File: src/rtl/fir_pkg.sv
// Shared definitions for the FIR coefficient loader: header magic, error codes
// and the loader FSM state encoding.
package fir_pkg;

    localparam logic [7:0] FIR_LOAD_MAGIC = 8'hA5;

    localparam logic [1:0] ERR_NONE  = 2'd0;
    localparam logic [1:0] ERR_HDR   = 2'd1;
    localparam logic [1:0] ERR_CSUM  = 2'd2;
    localparam logic [1:0] ERR_ABORT = 2'd3;

    typedef enum logic [1:0] {
        ST_IDLE,
        ST_HEADER,
        ST_LOAD,
        ST_CHECK
    } load_state_t;

endpackage

File: src/rtl/fir_coef_loader_deserializer.sv
// Serial-to-parallel word assembler, MSB first; done flags the cycle the last
// bit of a word is consumed, with the assembled word presented alongside.
module deserializer #(
    parameter int LENGTH = 24
) (
    input  logic              clk,
    input  logic              rst,
    input  logic              en,
    input  logic              clr,
    input  logic              din,
    input  logic              din_valid,
    output logic [LENGTH-1:0] word,
    output logic              done
);

    localparam int CW = (LENGTH > 2) ? $clog2(LENGTH) : 1;

    logic [LENGTH-1:0] shreg;
    logic [CW-1:0]     cnt;
    logic              take;

    assign take = en & din_valid;
    assign word = {shreg[LENGTH-2:0], din};
    assign done = take & ~clr & (cnt == CW'(LENGTH - 1));

    // clr realigns the count; a bit arriving with clr is bit 0 of the new word
    always_ff @(posedge clk or posedge rst) begin
        if (rst) begin
            shreg <= '0;
            cnt   <= '0;
        end else if (en) begin
            if (take)
                shreg <= word;
            if (clr)
                cnt <= take ? CW'(1) : '0;
            else if (take)
                cnt <= done ? '0 : cnt + CW'(1);
        end
    end

endmodule

File: src/rtl/fir_coef_loader.sv
// Coefficient frame loader: header, N coefficient words, checksum; writes the
// shadow bank and commits only a fully verified frame.
// Optional idle timeout enabled by defining FIR_COEF_LOADER_TIMEOUT_EN.
module fir_coef_loader
    import fir_pkg::*;
#(
    parameter int DATA_WIDTH     = 24,
    parameter int FIR_DEPTH      = 16,
    parameter int ADDR_WIDTH     = (FIR_DEPTH > 1) ? $clog2(FIR_DEPTH) : 1,
    parameter int TIMEOUT_CYCLES = 1024
) (
    input  logic                  i_clk,
    input  logic                  i_rst,
    input  logic                  i_en,
    input  logic                  i_sof,
    input  logic                  i_din,
    input  logic                  i_din_valid,
    output logic [ADDR_WIDTH-1:0] ov_coef_addr,
    output logic [DATA_WIDTH-1:0] ov_coef_data,
    output logic                  o_coef_we,
    output logic                  o_commit,
    output logic                  o_busy,
    output logic                  o_error,
    output logic [1:0]            ov_err_code
);

    if (FIR_DEPTH < 1 || FIR_DEPTH > 256 || DATA_WIDTH < 16 || TIMEOUT_CYCLES < 1) begin : g_bad_param
        $error("fir_coef_loader: unsupported parameter set");
    end

    logic [DATA_WIDTH-1:0] word;
    logic                  word_done;

    deserializer #(.LENGTH(DATA_WIDTH)) u_deser (
        .clk       (i_clk),
        .rst       (i_rst),
        .en        (i_en),
        .clr       (i_sof),
        .din       (i_din),
        .din_valid (i_din_valid),
        .word      (word),
        .done      (word_done)
    );

    load_state_t           state, state_nxt;
    logic [ADDR_WIDTH-1:0] ptr, ptr_nxt;
    logic [7:0]            remaining, remaining_nxt;
    logic [DATA_WIDTH-1:0] acc, acc_nxt;
    logic [ADDR_WIDTH-1:0] addr_nxt;
    logic [DATA_WIDTH-1:0] data_nxt;
    logic                  we_nxt, commit_nxt, error_nxt;
    logic [1:0]            code_nxt;
    logic                  timeout_hit;

    logic [7:0] hdr_n, hdr_s;
    logic       hdr_ok;

    assign hdr_n  = word[15:8];
    assign hdr_s  = word[7:0];
    assign hdr_ok = (word[DATA_WIDTH-1 -: 8] == FIR_LOAD_MAGIC) && (hdr_n != 8'd0) &&
                    (({1'b0, hdr_s} + {1'b0, hdr_n}) <= 9'(FIR_DEPTH));

`ifdef FIR_COEF_LOADER_TIMEOUT_EN
    localparam int TO_W = $clog2(TIMEOUT_CYCLES + 1);
    logic [TO_W-1:0] to_cnt;

    always_ff @(posedge i_clk or posedge i_rst) begin
        if (i_rst)
            to_cnt <= '0;
        else if (i_en) begin
            if (state == ST_IDLE || i_sof || i_din_valid)
                to_cnt <= '0;
            else if (!timeout_hit)
                to_cnt <= to_cnt + TO_W'(1);
        end
    end

    assign timeout_hit = (state != ST_IDLE) && (to_cnt == TO_W'(TIMEOUT_CYCLES));
`else
    assign timeout_hit = 1'b0;
`endif

    always_ff @(posedge i_clk or posedge i_rst) begin
        if (i_rst)
            state <= ST_IDLE;
        else
            state <= state_nxt;
    end

    always_comb begin
        state_nxt     = state;
        ptr_nxt       = ptr;
        remaining_nxt = remaining;
        acc_nxt       = acc;
        addr_nxt      = ov_coef_addr;
        data_nxt      = ov_coef_data;
        we_nxt        = 1'b0;
        commit_nxt    = 1'b0;
        error_nxt     = o_error;
        code_nxt      = ov_err_code;
        if (i_en) begin
            // sof outranks a word completing in the same cycle
            if (i_sof) begin
                if (state != ST_IDLE) begin
                    error_nxt = 1'b1;
                    code_nxt  = ERR_ABORT;
                end
                state_nxt = ST_HEADER;
            end else if (timeout_hit && !i_din_valid) begin
                state_nxt = ST_IDLE;
                error_nxt = 1'b1;
                code_nxt  = ERR_ABORT;
            end else if (word_done) begin
                case (state)
                    ST_HEADER: begin
                        if (hdr_ok) begin
                            state_nxt     = ST_LOAD;
                            ptr_nxt       = hdr_s[ADDR_WIDTH-1:0];
                            remaining_nxt = hdr_n;
                            acc_nxt       = '0;
                            error_nxt     = 1'b0;
                            code_nxt      = ERR_NONE;
                        end else begin
                            state_nxt = ST_IDLE;
                            error_nxt = 1'b1;
                            code_nxt  = ERR_HDR;
                        end
                    end
                    ST_LOAD: begin
                        we_nxt        = 1'b1;
                        addr_nxt      = ptr;
                        data_nxt      = word;
                        acc_nxt       = acc + word;
                        ptr_nxt       = ptr + ADDR_WIDTH'(1);
                        remaining_nxt = remaining - 8'd1;
                        if (remaining == 8'd1)
                            state_nxt = ST_CHECK;
                    end
                    ST_CHECK: begin
                        state_nxt = ST_IDLE;
                        if (word == acc)
                            commit_nxt = 1'b1;
                        else begin
                            error_nxt = 1'b1;
                            code_nxt  = ERR_CSUM;
                        end
                    end
                    default: ;
                endcase
            end
        end
    end

    always_ff @(posedge i_clk or posedge i_rst) begin
        if (i_rst) begin
            ptr          <= '0;
            remaining    <= '0;
            acc          <= '0;
            ov_coef_addr <= '0;
            ov_coef_data <= '0;
            o_coef_we    <= 1'b0;
            o_commit     <= 1'b0;
            o_error      <= 1'b0;
            ov_err_code  <= ERR_NONE;
        end else begin
            ptr          <= ptr_nxt;
            remaining    <= remaining_nxt;
            acc          <= acc_nxt;
            ov_coef_addr <= addr_nxt;
            ov_coef_data <= data_nxt;
            o_coef_we    <= we_nxt;
            o_commit     <= commit_nxt;
            o_error      <= error_nxt;
            ov_err_code  <= code_nxt;
        end
    end

    assign o_busy = (state != ST_IDLE);

endmodule
File: config.mk
export PLATFORM = sky130hd
export DESIGN_NAME = fir_coef_loader
export DESIGN_NICKNAME = d
export VERILOG_FILES = /design/src/rtl/fir_pkg.sv /design/src/rtl/fir_coef_loader_deserializer.sv /design/src/rtl/fir_coef_loader.sv
export SDC_FILE = /design/constraint.sdc
export NUM_CORES = 1
export LEC_CHECK = 0
export ABC_CLOCK_PERIOD_IN_PS = 6100
export BUFFER_PORTS_ARGS = -buffer_cell sky130_fd_sc_hd__buf_4
export CORE_ASPECT_RATIO = 1.25
export CORE_MARGIN = 3
export CORE_UTILIZATION = 25
export DETAILED_ROUTE_END_ITERATION = 7
export SYNTH_ARGS = -nofsm -noshare
export SYNTH_HDL_FRONTEND = slang
export SYNTH_SLANG_ARGS = --single-unit
File: constraint.sdc
create_clock -name i_clk -period 6.1 [get_ports i_clk]
set_clock_uncertainty 0.05 [all_clocks]
set_input_delay 1.22 -clock i_clk [delete_from_list [all_inputs] [get_ports i_clk]]
set_output_delay 1.22 -clock i_clk [all_outputs]
set_load 0.01 [all_outputs]
# Yosys cells after proc, flatten, opt, wreduce, memory -nomap -nowiden
# Cells that the tools add are included.
[op_classes]
shifts = 0
n_div = 0
eq_ne = 11
order_cmp = 1
multipliers = 0
add_sub_neg = 5
bitwise_logic = 4
n_reduce_logical = 15
mux = 36
[op_table]
columns = ["cell", "n"]
rows = [
  ["case mux 24 bit (2 select lines)", 1],
  ["adder 24 bit", 1],
  ["== test 24 bit", 1],
  ["two-way mux 24 bit", 1],
  ["two-way mux 1 bit", 16],
  ["two-way mux 2 bit", 8],
  ["case mux 8 bit (2 select lines)", 1],
  ["two-way mux 5 bit", 3],
  ["AND reduction 5 bit", 2],
  ["adder 8 x 8 -> 9 bit", 1],
  ["<= comparator 9 x 5 -> 1 bit, second input constant", 1],
  ["== test 8 x 1 -> 1 bit, second input constant", 1],
  ["== test 8 bit, second input constant", 1],
  ["two-way mux 8 bit", 1],
  ["case mux 4 bit (2 select lines)", 1],
  ["AND reduction 4 bit", 2],
  ["nonzero test 2 bit", 4],
  ["nonzero test 8 bit", 1],
  ["subtractor 8 x 1 -> 8 bit, second input constant", 1],
  ["inequality test 3 bit, second input constant", 2],
  ["case mux 2 bit (3 select lines)", 1],
  ["adder 5 x 1 -> 5 bit, second input constant", 1],
  ["== test 5 bit, second input constant", 1],
  ["adder 4 x 1 -> 4 bit, second input constant", 1],
  ["13 further kinds", 18],
]
[word_totals]
memories = 0
regBits = 99
latchBits = 0
out_inout_bits = 34
word_cells = 84
mem_bits_rw = 0
rom_bits = 0

# Depth between registers and ports, before layout
[depth]
depth_word = 7
mapped_depth = 11
mapped_depth_nobuf = 10

# Cells and area by module
# From an unflattened synthesis, not the netlist that was laid out.
[hier_totals]
cells_unflattened = 600
area_unflattened_um2 = 5853.1
[modules_own_cells]
columns = ["mod", "n_inst", "area_per_inst_um2", "seq_area_each_um2", "cells_per_inst"]
rows = [
  ["fir_coef_loader", 1, 4628.2, 1776.7, 519],
  ["deserializer", 1, 1224.9, 700.7, 81],
]

# Least setup slack after synthesis
# OpenSTA, ideal clock, no wires.
[synth_timing]
path_kind = "input to register"
from = "in i_din"
to = "reg acc[22]"
setup_time_ps = 132
t_arrival_ps = 3205
t_required_ps = 5918
slack_ps = 2713
path_buffers = 0
stages = 10
path_cell_list = "ha_1 fa_1 a21oi_1 o21ai_1 a31o_2 a211oi_1 nor3_1 a211oi_1 xor2_1 o21ai_0"
[synth_between]
elab_chain_len = 5
[synth_rtl]
columns = ["element", "line_no", "rtl"]
rows = [
  ["start: declaration", "fir_coef_loader.sv:16", "input logic i_din,"],
  ["adder 8 x 8 -> 9 bit", "fir_coef_loader.sv:61", "(({1'b0, hdr_s} + {1'b0, hdr_n}) <= 9'(FIR_DEPTH));"],
  ["<= comparator 9 x 5 -> 1 bit", "fir_coef_loader.sv:61", ""],
  ["logical AND 1 bit", "fir_coef_loader.sv:60", "assign hdr_ok = (word[DATA_WIDTH-1 -: 8] == FIR_LOAD_MAGIC) && (hdr_n != 8'd0) &&"],
  ["inequality test 2 bit (no line)", "--", ""],
  ["AND reduction 5 bit (no line)", "--", ""],
  ["end signal: assignment", "fir_coef_loader.sv:168", "acc <= acc_nxt;"],
  ["end: declaration", "fir_coef_loader.sv:48", "logic [DATA_WIDTH-1:0] acc, acc_nxt;"],
]
# Parallel ways exist; a longest one is shown, timed or not.
# A chain may end at the register's enable or synchronous reset.

# Worst setup path after layout
[layout_timing]
from = "in i_din"
to = "reg acc[23]"
# Same word-level chain as after synthesis.

==> impl_metrics.py <==
metrics = {
    "status": {
        "status": "completed",
    },
    "route": {
        "num_vias": 4435,
        "drt-total-wl_um": 14600,
        "via_per_inst": 4.94,
        "wl_per_cell_um": 16.3,
        "first_iter_violations": 205,
        "drc": 0,
        "ant_nets": 0,
        "detail_route.first_pass.iterations": 4,
    },
    "critical_path": {
        "cp_data_required_time_ns": 6.28,
        "r2r_start": "u_deser.shreg[12]$_DFFE_PP0P_",
        "cp_max_fo": 23,
        "critPathLaunchType": "input port",
        "cpLargestDelayFamily": "compound AO/OA/AOI/OAI gates",
        "cp.arrival_ns": 4.15,
        "cp-end-kind": "register",
        "crit_type": "input port to register",
        "slowest_delay_ns": 0.84,
        "cpMaxStageDelayCell": "a21oi_2",
        "cp_common_cell": "a21o_1",
        "cp_cell_sequence": "buf_4, ha_1, fa_1, a21o_1, a21oi_1, nor2b_1, o31ai_1, nand4_1, a21oi_2, o21ai_0, a21o_1",
        "critPathBufInv": 1,
        "reg2reg_slack_ns": 2.32,
        "r2r_cells": 9,
        "r2r_end": "acc[23]$_DFFE_PP0P_",
    },
    "layout": {
        "most-common-layout-cells": "dfrtp_1, nand2_1, mux2_2",
        "multi_input_area_sq_um": 3140,
        "fillers": 2352,
        "n_antenna_cell": 0,
        "areaGrowthSynthToFinish_pct": 14.7,
        "drive_gt1_frac": 0.215,
        "final_common_cell": "dfrtp_1",
        "register_area_sq_um": 2480,
        "fin_nets": 656,
    },
    "power_and_ir_drop": {
        "vdd_drop_max_v": 0.000193,
        "p_per_area_nw_per_um2": 295,
        "p_leak_nw": 3.13,
        "p_comb_frac": 0.285,
        "p_switching_uw": 720,
        "p_sw_frac": 0.365,
        "pwr-share-seq": 0.434,
        "clockPowerShare": 0.281,
        "p_int_mw": 1.25,
    },
    "global_routing": {
        "antenna_found_initial": 0,
        "grt_max_degree": 56,
        "grt_first_pass_wirelength_um": 23900,
        "grt.overflow.total": 0,
        "first_global_vias": 4426,
        "grtUsageTotal": 0.119,
    },
    "yosys": {
        "async_flop_share": 1.00,
        "synth_fp_nets": 622,
        "synthFlopType": "dfrtp_1",
        "synth_cells": 575,
        "synth.distinct_cells": 69,
        "synth_edf_count": 0,
        "synth-seq-cells": 99,
        "yosysWarningCount": 0,
        "ys_seq_area_frac": 0.425,
        "avgSynthCellArea_sq_um": 10.1,
        "syn_area_sq_um": 5830,
    },
    "clock_network": {
        "cts_buffers": 9,
        "clk_pin_slew_worst_paths_ns": 0.08,
        "cts_setup_buffers": 0,
        "cts_htree_levels": 3,
        "insertion_delay_ns": 0.34,
        "clockBufferDepth": 2,
        "cts_sinks": 99,
        "cts-resized-gates": 0,
        "cts_tree": "done",
        "cts_root_buf": "clkbuf_16",
        "cts_hold_buf": 0,
    },
    "placed_design": {
        "pre_cts_ws_ns": 1.80,
        "hpwl_um": 10600,
        "place_congestion": 0.931,
        "port-buffer-count": 39,
    },
    "timing": {
        "fin_setup_tns_ns": 0,
        "worst_pin_slew_ns": 1.06,
        "slew_headroom": 0.293,
        "final_max_slew_viol_count": 0,
        "setup_ws_ns": 2.13,
        "period_minus_slack_ns": 3.97,
        "setup_viol": 0,
        "max_freq_mhz": 252,
        "finalCritPeriodShare": 0.650,
        "rsz0062_at_grt": "no",
        "hold_viol": 0,
    },
    "floorplanning": {
        "dieArea_sq_um": 25200,
        "num_rows": 61,
        "ios": 40,
        "initial_core_util": 0.258,
        "die_w_um": 143,
        "die_h_um": 177,
        "core_sq_um": 22600,
    },
    "worst_hold_path": {
        "hold_path.startpoint": "acc[0]$_DFFE_PP0P_",
        "min_to": "acc[0]$_DFFE_PP0P_",
        "hold_depth": 2,
        "hp-class": "register to register",
    },
    "run": {
        "cap_violations": 0,
    },
}
[worst max path at each step]
stage	depth (start not counted)	slack, ns	startpoint	end
3_3_place_gp	11	1.80	i_din	acc[23]$_DFFE_PP0P_
4_1_cts	11	2.15	i_din	acc[23]$_DFFE_PP0P_
6_report	11	2.13	i_din	acc[23]$_DFFE_PP0P_
3_5_place_dp	11	1.80	i_din	acc[23]$_DFFE_PP0P_
5_1_grt	11	1.91	i_din	acc[23]$_DFFE_PP0P_
2_1_floorplan	1	2.24	i_rst	acc[0]$_DFFE_PP0P_
[registers in the layout, indices dropped and copies added, names as in the netlist, 2 cells and up]
name,count
ptr,4
remaining,8
u_deser.shreg,23
ov_coef_addr,4
acc,24
ov_coef_data,24
u_deser.cnt,5
state,2
ov_err_code,2
[logic make-up (layout without fill, tap and decap cells)]
group / Yosys count / count (layout) / synth area share
adders and majority gates: 41 / 41 / 0.0906
buffers and inverters: 47 / 86 / 0.0365
DFF: 99 / 99 / 0.425
AOI/OAI and AO/OA: 151 / 151 / 0.176
and+or+nand+nor: 159 / 159 / 0.132
xor gates and xnor gates: 26 / 26 / 0.0391
muxes: 52 / 52 / 0.100
[per-layer routing]
layer | up-vias | wire, um | share of wire | global-route usage
li1 | 2149 | - | - | -
met1 | 2204 | 6330 | 0.43 | 0.149
met2 | 72 | 7470 | 0.51 | 0.206
met3 | 10 | 557 | 0.038 | 0.0224
met4 | 0 | 219 | 0.015 | 0.0368
met5 | - | 0 | 0 | 0
[area by class of cell]
type / count / area share
multi-input cells: 429 / 0.469
clock inverters: 7 / 0.00861
well taps: 283 / 0.0530
repair buffers: 44 / 0.0494
flip-flops and latches: 99 / 0.371
clock buffers: 9 / 0.0337
inverters: 26 / 0.0150
[Yosys cell counts (3+ instances only)]
cell	count	share of area
inv_1	25	0.016
a21o_1	12	0.015
o21ai_1	8	0.0069
dfrtp_1	99	0.43
ha_1	39	0.084
nor2b_1	6	0.0064
a31oi_1	4	0.0043
xnor2_1	14	0.021
o211ai_1	4	0.0052
buf_4	4	0.0052
mux2_2	51	0.099
nor2_1	32	0.021
o21ai_0	38	0.033
nand4_1	8	0.0086
xor2_1	12	0.018
nand3_1	15	0.013
a211oi_1	6	0.0077
nand2_1	57	0.037
nand2b_1	3	0.0032
or3_1	5	0.0054
buf_2	5	0.0043
nor3_1	9	0.0077
a21oi_1	36	0.031
nor4_1	8	0.0086
o31ai_1	3	0.0039
o22a_1	3	0.0045
clkbuf_1	9	0.0058
o21bai_1	5	0.0064
[power groups by stage]
stage               registers (mW)  clock network [mW]  logic (mW)
CTS                          0.859               0.568       0.561
floorplan                    0.800                   0       0.461
finish                       0.856               0.555       0.562
global route                 0.868               0.599       0.628
detailed placement           0.872                   0       0.558
global placement             0.871                   0       0.549
[tightest hold or removal path, delay by kind of cell (launching register included)]
kind	cells	cell delay, ns
and+or+nand+nor	1	0.05
DFF	1	0.35
AOI/OAI and AO/OA	1	0.06
[stage by stage]
step | util | instance area, sq um | hold slack [ns] | power [mW] | instances
after floorplan | - | 5830 | 0.395 | 1.26 | 575
after global placement | 0.283 | 6400 | 0.413 | 1.42 | 881
after detailed placement | 0.283 | 6400 | 0.419 | 1.43 | 881
after CTS | 0.296 | 6680 | 0.439 | 1.99 | 897
after global routing | 0.296 | 6680 | 0.452 | 2.10 | 897
final | 0.296 | 6680 | 0.437 | 1.97 | 897
No activity file was read; power rests on OpenSTA's default activity.
